$ cat src/rtl/uart_pkg.sv
// Shared UART definitions: receiver state encoding, data width and the parity
// function used by both the transmitter and the receiver.
package uart_pkg;

   localparam int unsigned UART_DATA_BITS = 8;
   localparam int unsigned UART_IDX_W     = $clog2(UART_DATA_BITS);

   typedef enum logic [2:0] {
      IDLE,
      START,
      DATA,
      PARITY,
      STOP,
      BREAK
   } uart_rx_state_t;

   // Parity bit the transmitter appends: XOR of data, inverted for odd parity.
   function automatic logic uart_parity(input logic [UART_DATA_BITS-1:0] data,
                                        input logic odd);
      return (^data) ^ odd;
   endfunction

endpackage

$ cat src/rtl/uart_rx_deserializer_if.sv
// Serial line in, received byte and status pulses out.
interface uart_rx_deserializer_if;
   import uart_pkg::*;

   logic                      rx_serial;
   logic [UART_DATA_BITS-1:0] data_out;
   logic                      data_valid;
   logic                      frame_error;
   logic                      parity_error;
   logic                      busy;

   modport slave (
      input  rx_serial,
      output data_out, data_valid, frame_error, parity_error, busy
   );

   modport master (
      output rx_serial,
      input  data_out, data_valid, frame_error, parity_error, busy
   );

endinterface

$ cat src/rtl/uart_rx_sync.sv
// Two-flop synchronizer for an asynchronous input; both flops reset to 1 so an
// idle-high line never looks like a start bit coming out of reset.
module uart_rx_sync (
   input  logic clk_sis,
   input  logic rst,
   input  logic async_i,
   output logic sync_o
);

   logic meta_q;
   logic sync_q;

   always_ff @(posedge clk_sis) begin
      if (rst) begin
         meta_q <= 1'b1;
         sync_q <= 1'b1;
      end else begin
         meta_q <= async_i;
         sync_q <= meta_q;
      end
   end

   assign sync_o = sync_q;

endmodule

$ cat src/rtl/uart_rx_deserializer.sv
// UART receiver: mid-bit sampling of start, 8 data bits LSB-first, optional
// parity and stop; one-cycle result pulses with a held data_out.
module uart_rx_deserializer
   import uart_pkg::*;
#(
   parameter int unsigned CLKS_PER_BIT = 16,
   parameter bit          PARITY_EN    = 1'b0,
   parameter bit          PARITY_ODD   = 1'b0
) (
   input logic                    clk_sis,
   input logic                    rst,
   uart_rx_deserializer_if.slave  bus
);

   localparam int unsigned CNT_W = $clog2(CLKS_PER_BIT);
   localparam logic [CNT_W-1:0]      HALF_M1  = CNT_W'(CLKS_PER_BIT / 2 - 1);
   localparam logic [CNT_W-1:0]      FULL_M1  = CNT_W'(CLKS_PER_BIT - 1);
   localparam logic [UART_IDX_W-1:0] LAST_IDX = UART_IDX_W'(UART_DATA_BITS - 1);

   logic rx_s;

   uart_rx_state_t            state_q, state_d;
   logic [CNT_W-1:0]          cnt_q, cnt_d;
   logic [UART_IDX_W-1:0]     idx_q, idx_d;
   logic [UART_DATA_BITS-1:0] shift_q, shift_d;
   logic                      par_err_q, par_err_d;
   logic [UART_DATA_BITS-1:0] data_out_q, data_out_d;
   logic                      dv_q, dv_d;
   logic                      fe_q, fe_d;
   logic                      pe_q, pe_d;
   logic                      busy_q, busy_d;

   uart_rx_sync u_sync (
      .clk_sis (clk_sis),
      .rst     (rst),
      .async_i (bus.rx_serial),
      .sync_o  (rx_s)
   );

   always_ff @(posedge clk_sis) begin
      if (rst) begin
         state_q    <= IDLE;
         cnt_q      <= '0;
         idx_q      <= '0;
         shift_q    <= '0;
         par_err_q  <= 1'b0;
         data_out_q <= '0;
         dv_q       <= 1'b0;
         fe_q       <= 1'b0;
         pe_q       <= 1'b0;
         busy_q     <= 1'b0;
      end else begin
         state_q    <= state_d;
         cnt_q      <= cnt_d;
         idx_q      <= idx_d;
         shift_q    <= shift_d;
         par_err_q  <= par_err_d;
         data_out_q <= data_out_d;
         dv_q       <= dv_d;
         fe_q       <= fe_d;
         pe_q       <= pe_d;
         busy_q     <= busy_d;
      end
   end

   // Baud counter runs in every sampling state and wraps to 0 at each sample point.
   always_comb begin
      state_d    = state_q;
      cnt_d      = cnt_q;
      idx_d      = idx_q;
      shift_d    = shift_q;
      par_err_d  = par_err_q;
      data_out_d = data_out_q;
      dv_d       = 1'b0;
      fe_d       = 1'b0;
      pe_d       = 1'b0;

      unique case (state_q)
         IDLE: begin
            if (!rx_s) begin
               state_d   = START;
               cnt_d     = '0;
               idx_d     = '0;
               par_err_d = 1'b0;
            end
         end
         START: begin
            if (cnt_q == HALF_M1) begin
               cnt_d   = '0;
               state_d = rx_s ? IDLE : DATA;
            end else begin
               cnt_d = cnt_q + CNT_W'(1);
            end
         end
         DATA: begin
            if (cnt_q == FULL_M1) begin
               cnt_d          = '0;
               shift_d[idx_q] = rx_s;
               if (idx_q == LAST_IDX) begin
                  state_d = PARITY_EN ? PARITY : STOP;
               end else begin
                  idx_d = idx_q + UART_IDX_W'(1);
               end
            end else begin
               cnt_d = cnt_q + CNT_W'(1);
            end
         end
         PARITY: begin
            if (cnt_q == FULL_M1) begin
               cnt_d     = '0;
               par_err_d = (rx_s != uart_parity(shift_q, PARITY_ODD));
               state_d   = STOP;
            end else begin
               cnt_d = cnt_q + CNT_W'(1);
            end
         end
         STOP: begin
            if (cnt_q == FULL_M1) begin
               cnt_d = '0;
               if (!rx_s) begin
                  fe_d    = 1'b1;
                  state_d = BREAK;
               end else if (par_err_q) begin
                  pe_d    = 1'b1;
                  state_d = IDLE;
               end else begin
                  dv_d       = 1'b1;
                  data_out_d = shift_q;
                  state_d    = IDLE;
               end
            end else begin
               cnt_d = cnt_q + CNT_W'(1);
            end
         end
         BREAK: begin
            // A line held low after a bad stop must go high before a new start counts.
            cnt_d = '0;
            if (rx_s) begin
               state_d = IDLE;
            end
         end
         default: begin
            state_d = IDLE;
            cnt_d   = '0;
         end
      endcase

      busy_d = (state_d != IDLE);
   end

   assign bus.data_out     = data_out_q;
   assign bus.data_valid   = dv_q;
   assign bus.frame_error  = fe_q;
   assign bus.parity_error = pe_q;
   assign bus.busy         = busy_q;

endmodule

$ cat src/flat_wrapper.sv
// flat-port wrapper written by rule: the top's interface ports become plain ports
module uart_rx_deserializer_flat import uart_pkg::*;
#(
   parameter int unsigned CLKS_PER_BIT = 16,
   parameter bit          PARITY_EN    = 1'b0,
   parameter bit          PARITY_ODD   = 1'b0
)
  (clk_sis, rst, bus_rx_serial, bus_data_out, bus_data_valid, bus_frame_error, bus_parity_error, bus_busy);
  uart_rx_deserializer_if bus_i ();
  input logic clk_sis;
  input logic rst;
  input wire logic [$bits(bus_i.rx_serial)-1:0] bus_rx_serial;
  output wire logic [$bits(bus_i.data_out)-1:0] bus_data_out;
  output wire logic [$bits(bus_i.data_valid)-1:0] bus_data_valid;
  output wire logic [$bits(bus_i.frame_error)-1:0] bus_frame_error;
  output wire logic [$bits(bus_i.parity_error)-1:0] bus_parity_error;
  output wire logic [$bits(bus_i.busy)-1:0] bus_busy;
  assign bus_i.rx_serial = bus_rx_serial;
  assign bus_data_out = bus_i.data_out;
  assign bus_data_valid = bus_i.data_valid;
  assign bus_frame_error = bus_i.frame_error;
  assign bus_parity_error = bus_i.parity_error;
  assign bus_busy = bus_i.busy;
  uart_rx_deserializer #(.CLKS_PER_BIT(CLKS_PER_BIT), .PARITY_EN(PARITY_EN), .PARITY_ODD(PARITY_ODD)) u_core (.clk_sis(clk_sis), .rst(rst), .bus(bus_i));
endmodule
$ cat config.mk
export PLATFORM = sky130hd
export DESIGN_NAME = uart_rx_deserializer_flat
export DESIGN_NICKNAME = d
export VERILOG_FILES = /design/src/rtl/uart_pkg.sv /design/src/rtl/uart_rx_deserializer_if.sv /design/src/rtl/uart_rx_sync.sv /design/src/rtl/uart_rx_deserializer.sv /design/src/flat_wrapper.sv
export SDC_FILE = /design/constraint.sdc
export NUM_CORES = 1
export LEC_CHECK = 0
export BUFFER_PORTS_ARGS = -buffer_cell sky130_fd_sc_hd__buf_2
export CORE_MARGIN = 8
export CORE_UTILIZATION = 30
export DETAILED_ROUTE_END_ITERATION = 10
export PLACE_DENSITY = 0.44
export SETUP_SLACK_MARGIN = 0.02
export SLEW_MARGIN = 40
export SYNTH_ARGS = -nofsm -noshare
export SYNTH_HDL_FRONTEND = slang
export SYNTH_HIERARCHICAL = 1
export SYNTH_SLANG_ARGS = --single-unit
export TNS_END_PERCENT = 1
$ cat constraint.sdc
create_clock -name clk_sis -period 2.35 [get_ports clk_sis]
set_input_delay 0 -clock clk_sis [delete_from_list [all_inputs] [get_ports clk_sis]]
set_output_delay 0 -clock clk_sis [all_outputs]
set_load 0.01 [all_outputs]
==> qor.csv <==
metric,value,unit
Filler Cell Count,534,
"Distinct cells, synth",40,
Total Routing Usage GR,9.431,%
CP bufs+invs,0,
antenna fix cells,0,
Yosys reg bits,33,
first-pass GRT wire length,5.678,mm
vias post-DR,1228,
Synth top cells by count,"33 x dfxtp_1, 30 x nor2_1, 16 x mux2i_1",
DR WL/cell,12.79,um
power per cell area,632.8,nW/um^2
DR pass1 iterations,4,
Area growth syn-to-layout,17.94,%
RSZ-0062 raised after global routing,no,
root buffer cell,clkbuf_8,
Die ar.,7744,um^2
"Req. time, crit path",2.50,ns
Clock Sink Count,33,
Worst VDD drop,0.3193,mV
Comb power frac,4.4,%
Site Rows,26,
Port Buffers,14,
cells along the critical path,"ha_1, nand4_1, nor3_4, mux2i_1, nor2_1",
cell count after synthesis,171,
Yosys top cell area share,42.48,%
total internal power,928.4,uW
Worst-Margin Slew,0.5479,ns
Setup Total Neg Slack,0,ns
largest delay contributor family on the critical path,simple AND/OR/NAND/NOR gates,
Tmin final,1.858,ns
ys flop type,dfxtp_1,
critical path launch point type,flip-flop,
Core Box Area,5042,um^2
outcome,"finished, final reports clean",
ANT nets after route,0,
die height,88,um
synthesized net count,177,
maxcap violations,0,
sequential share of power,48.8,%
"Avg Cell Area, Syn",9.095,um^2
Max Clk Rate,538.1,MHz
Hold/Removal Path Class,in -> reg,
1st-iter DRT viols,77,
"Slew Viols, Final",0,
drt total wl,3.288,mm
Initial Utilization,30.84,%
Worst-path clk slew,0.07,ns
P_sw,232.4,uW
Post-synth EDFFs,0,
DP HPWL,2.277,mm
kind of critical path,reg -> reg,
most common cell in the synthesized netlist,dfxtp_1,
relative slew slack,63.47,%
sequential share of the synthesized area,42.48,%
pin count of the biggest net entering global routing,32,
worst setup path start,u_core/cnt_q[0],
hold wc startpoint,rst,
final setup violating endpoints,0,
nets,192,
DRC viols,0,
Clock Path Buffers,2,
CTS resizes,0,
asr flop ratio synth,0,%
Finished Layout Cells,257,
via/cell ratio,4.778,
GPL Wtd Cong,0.7819,
Layout Utilization,36.38,%
Final Hold Fails,0,
grt ovf,0,
Fin Clk Skew,0.004629,ns
H-tree depth,2,
Post-CTS Hold Buffers,1,
clock network fraction of total power,46.8,%
Worst Setup End Kind,flip-flop,
Placed Cells,248,
synthesized area,1555,um^2
Final period util,79.08,%
I/O pin count,15,
worst r2r src,u_core/cnt_q[0],
vias in the first global route,1252,
LEAKAGE,0.0007302,uW
share of layout cells above drive strength 1,16.58,%
latest clock arrival within the worst-skew pair,0.28,ns
Register Area,660.6,um^2
critical path's largest stage delay,0.49,ns
slowest cell on the critical path,nor3_4,
"top cells by area, synth","dfxtp_1 42%, mux2i_1 10%, nor2_1 7.2%",
Die W,88,um
maximum fanout along the worst path,8,
CTS buffer count,5,
CTS tree,done,
CP arrival,2.01,ns
initial antenna violation count,0,
Sw Ratio,20.02,%
Yosys Warn Count,6,
Post-CTS Setup Inserts,0,
area of the multi-input gates,833.3,um^2
"area leader, netlist",dfxtp_1,
## metrics by stage
stage	cell area [um^2]	hold WS (ns)	total power [uW]	setup slack, ns
floorplan	1555	0.09714	614.7	0.6547
global placement	1708	0.1830	628.0	0.5176
detailed placement	1708	0.1875	628.6	0.4755
CTS	1834	0.1854	1184	0.4558
global route	1834	0.2148	1217	0.3160
finish	1834	0.1872	1161	0.4917
## cell families (layout without fill, tap and decap cells)
kind of cell | count (synthesis) | after routing | synth area share [%]
AND/OR/NAND/NOR | 69 | 69 | 24.46
flip-flops | 33 | 33 | 42.48
AO/OA/AOI/OAI | 25 | 25 | 10.46
multiplexers | 16 | 16 | 10.30
buffers and inverters | 16 | 32 | 3.942
XOR/XNOR | 9 | 9 | 5.953
adder cells (fa/ha/maj) | 3 | 3 | 2.414
## layout make-up
cell class,count,area share [%]
inverters,3,0.6139
clock inverters,1,1.637
well taps,70,4.775
multi-input cells,122,45.43
flip-flops and latches,33,36.02
repair buffers,21,6.821
clock buffers,7,4.707
## power groups by stage
| stage | Clock (uW) | Sequential (uW) | Combinational [uW] |
|---|---|---|---|
| after floorplan | 0 | 579 | 35.5 |
| after global placement | 0 | 579 | 49.2 |
| after detailed placement | 0 | 579 | 49.8 |
| after CTS | 566 | 566 | 51.4 |
| after global routing | 593 | 566 | 57.7 |
| final | 544 | 566 | 50.9 |
## flip-flops by register name, summed over array words and instances (netlist names), 3 cells and up
register,cells
u_core/bus.data_out,8
u_core/cnt_q,4
u_core/idx_q,3
u_core/state_q,3
u_core/shift_q,8
## path summary, 6_finish.rpt
check                                         endpoint  slack, ns  depth (start not counted)
worst max-delay path            u_core/bus.data_out[0]       0.49                          5
worst min-delay path            u_core/bus.data_out[6]       0.19                          2
worst max register to register  u_core/bus.data_out[0]       0.49                          5
worst min register to register    u_core/u_sync/sync_o       0.40                          1
## layer usage
layer	track usage (%)	part of all wire (%)	wire length [um]	vias up
li1	-	-	-	637
met4	4.688	1.7	55	0
met3	3.565	4.7	156	7
met5	0	0	0	-
met2	14.23	42	1379	22
met1	11.41	52	1696	562
## layout by cell type (no fill, tap or decap), types with 2 or more instances in the layout
cell type	instances
mux2i_1	16
o21ai_0	5
xnor2_1	7
a31oi_1	3
or2_1	2
buf_2	14
dfxtp_1	33
nand4_1	9
nor2_1	30
nor4b_1	3
clkbuf_8	6
inv_1	3
nand2_1	4
nor4_1	2
a21oi_1	7
nand4b_1	4
nand3_1	2
ha_1	3
buf_4	6
a21o_1	2
nor2b_1	3
(Power assumes the default switching activity.)
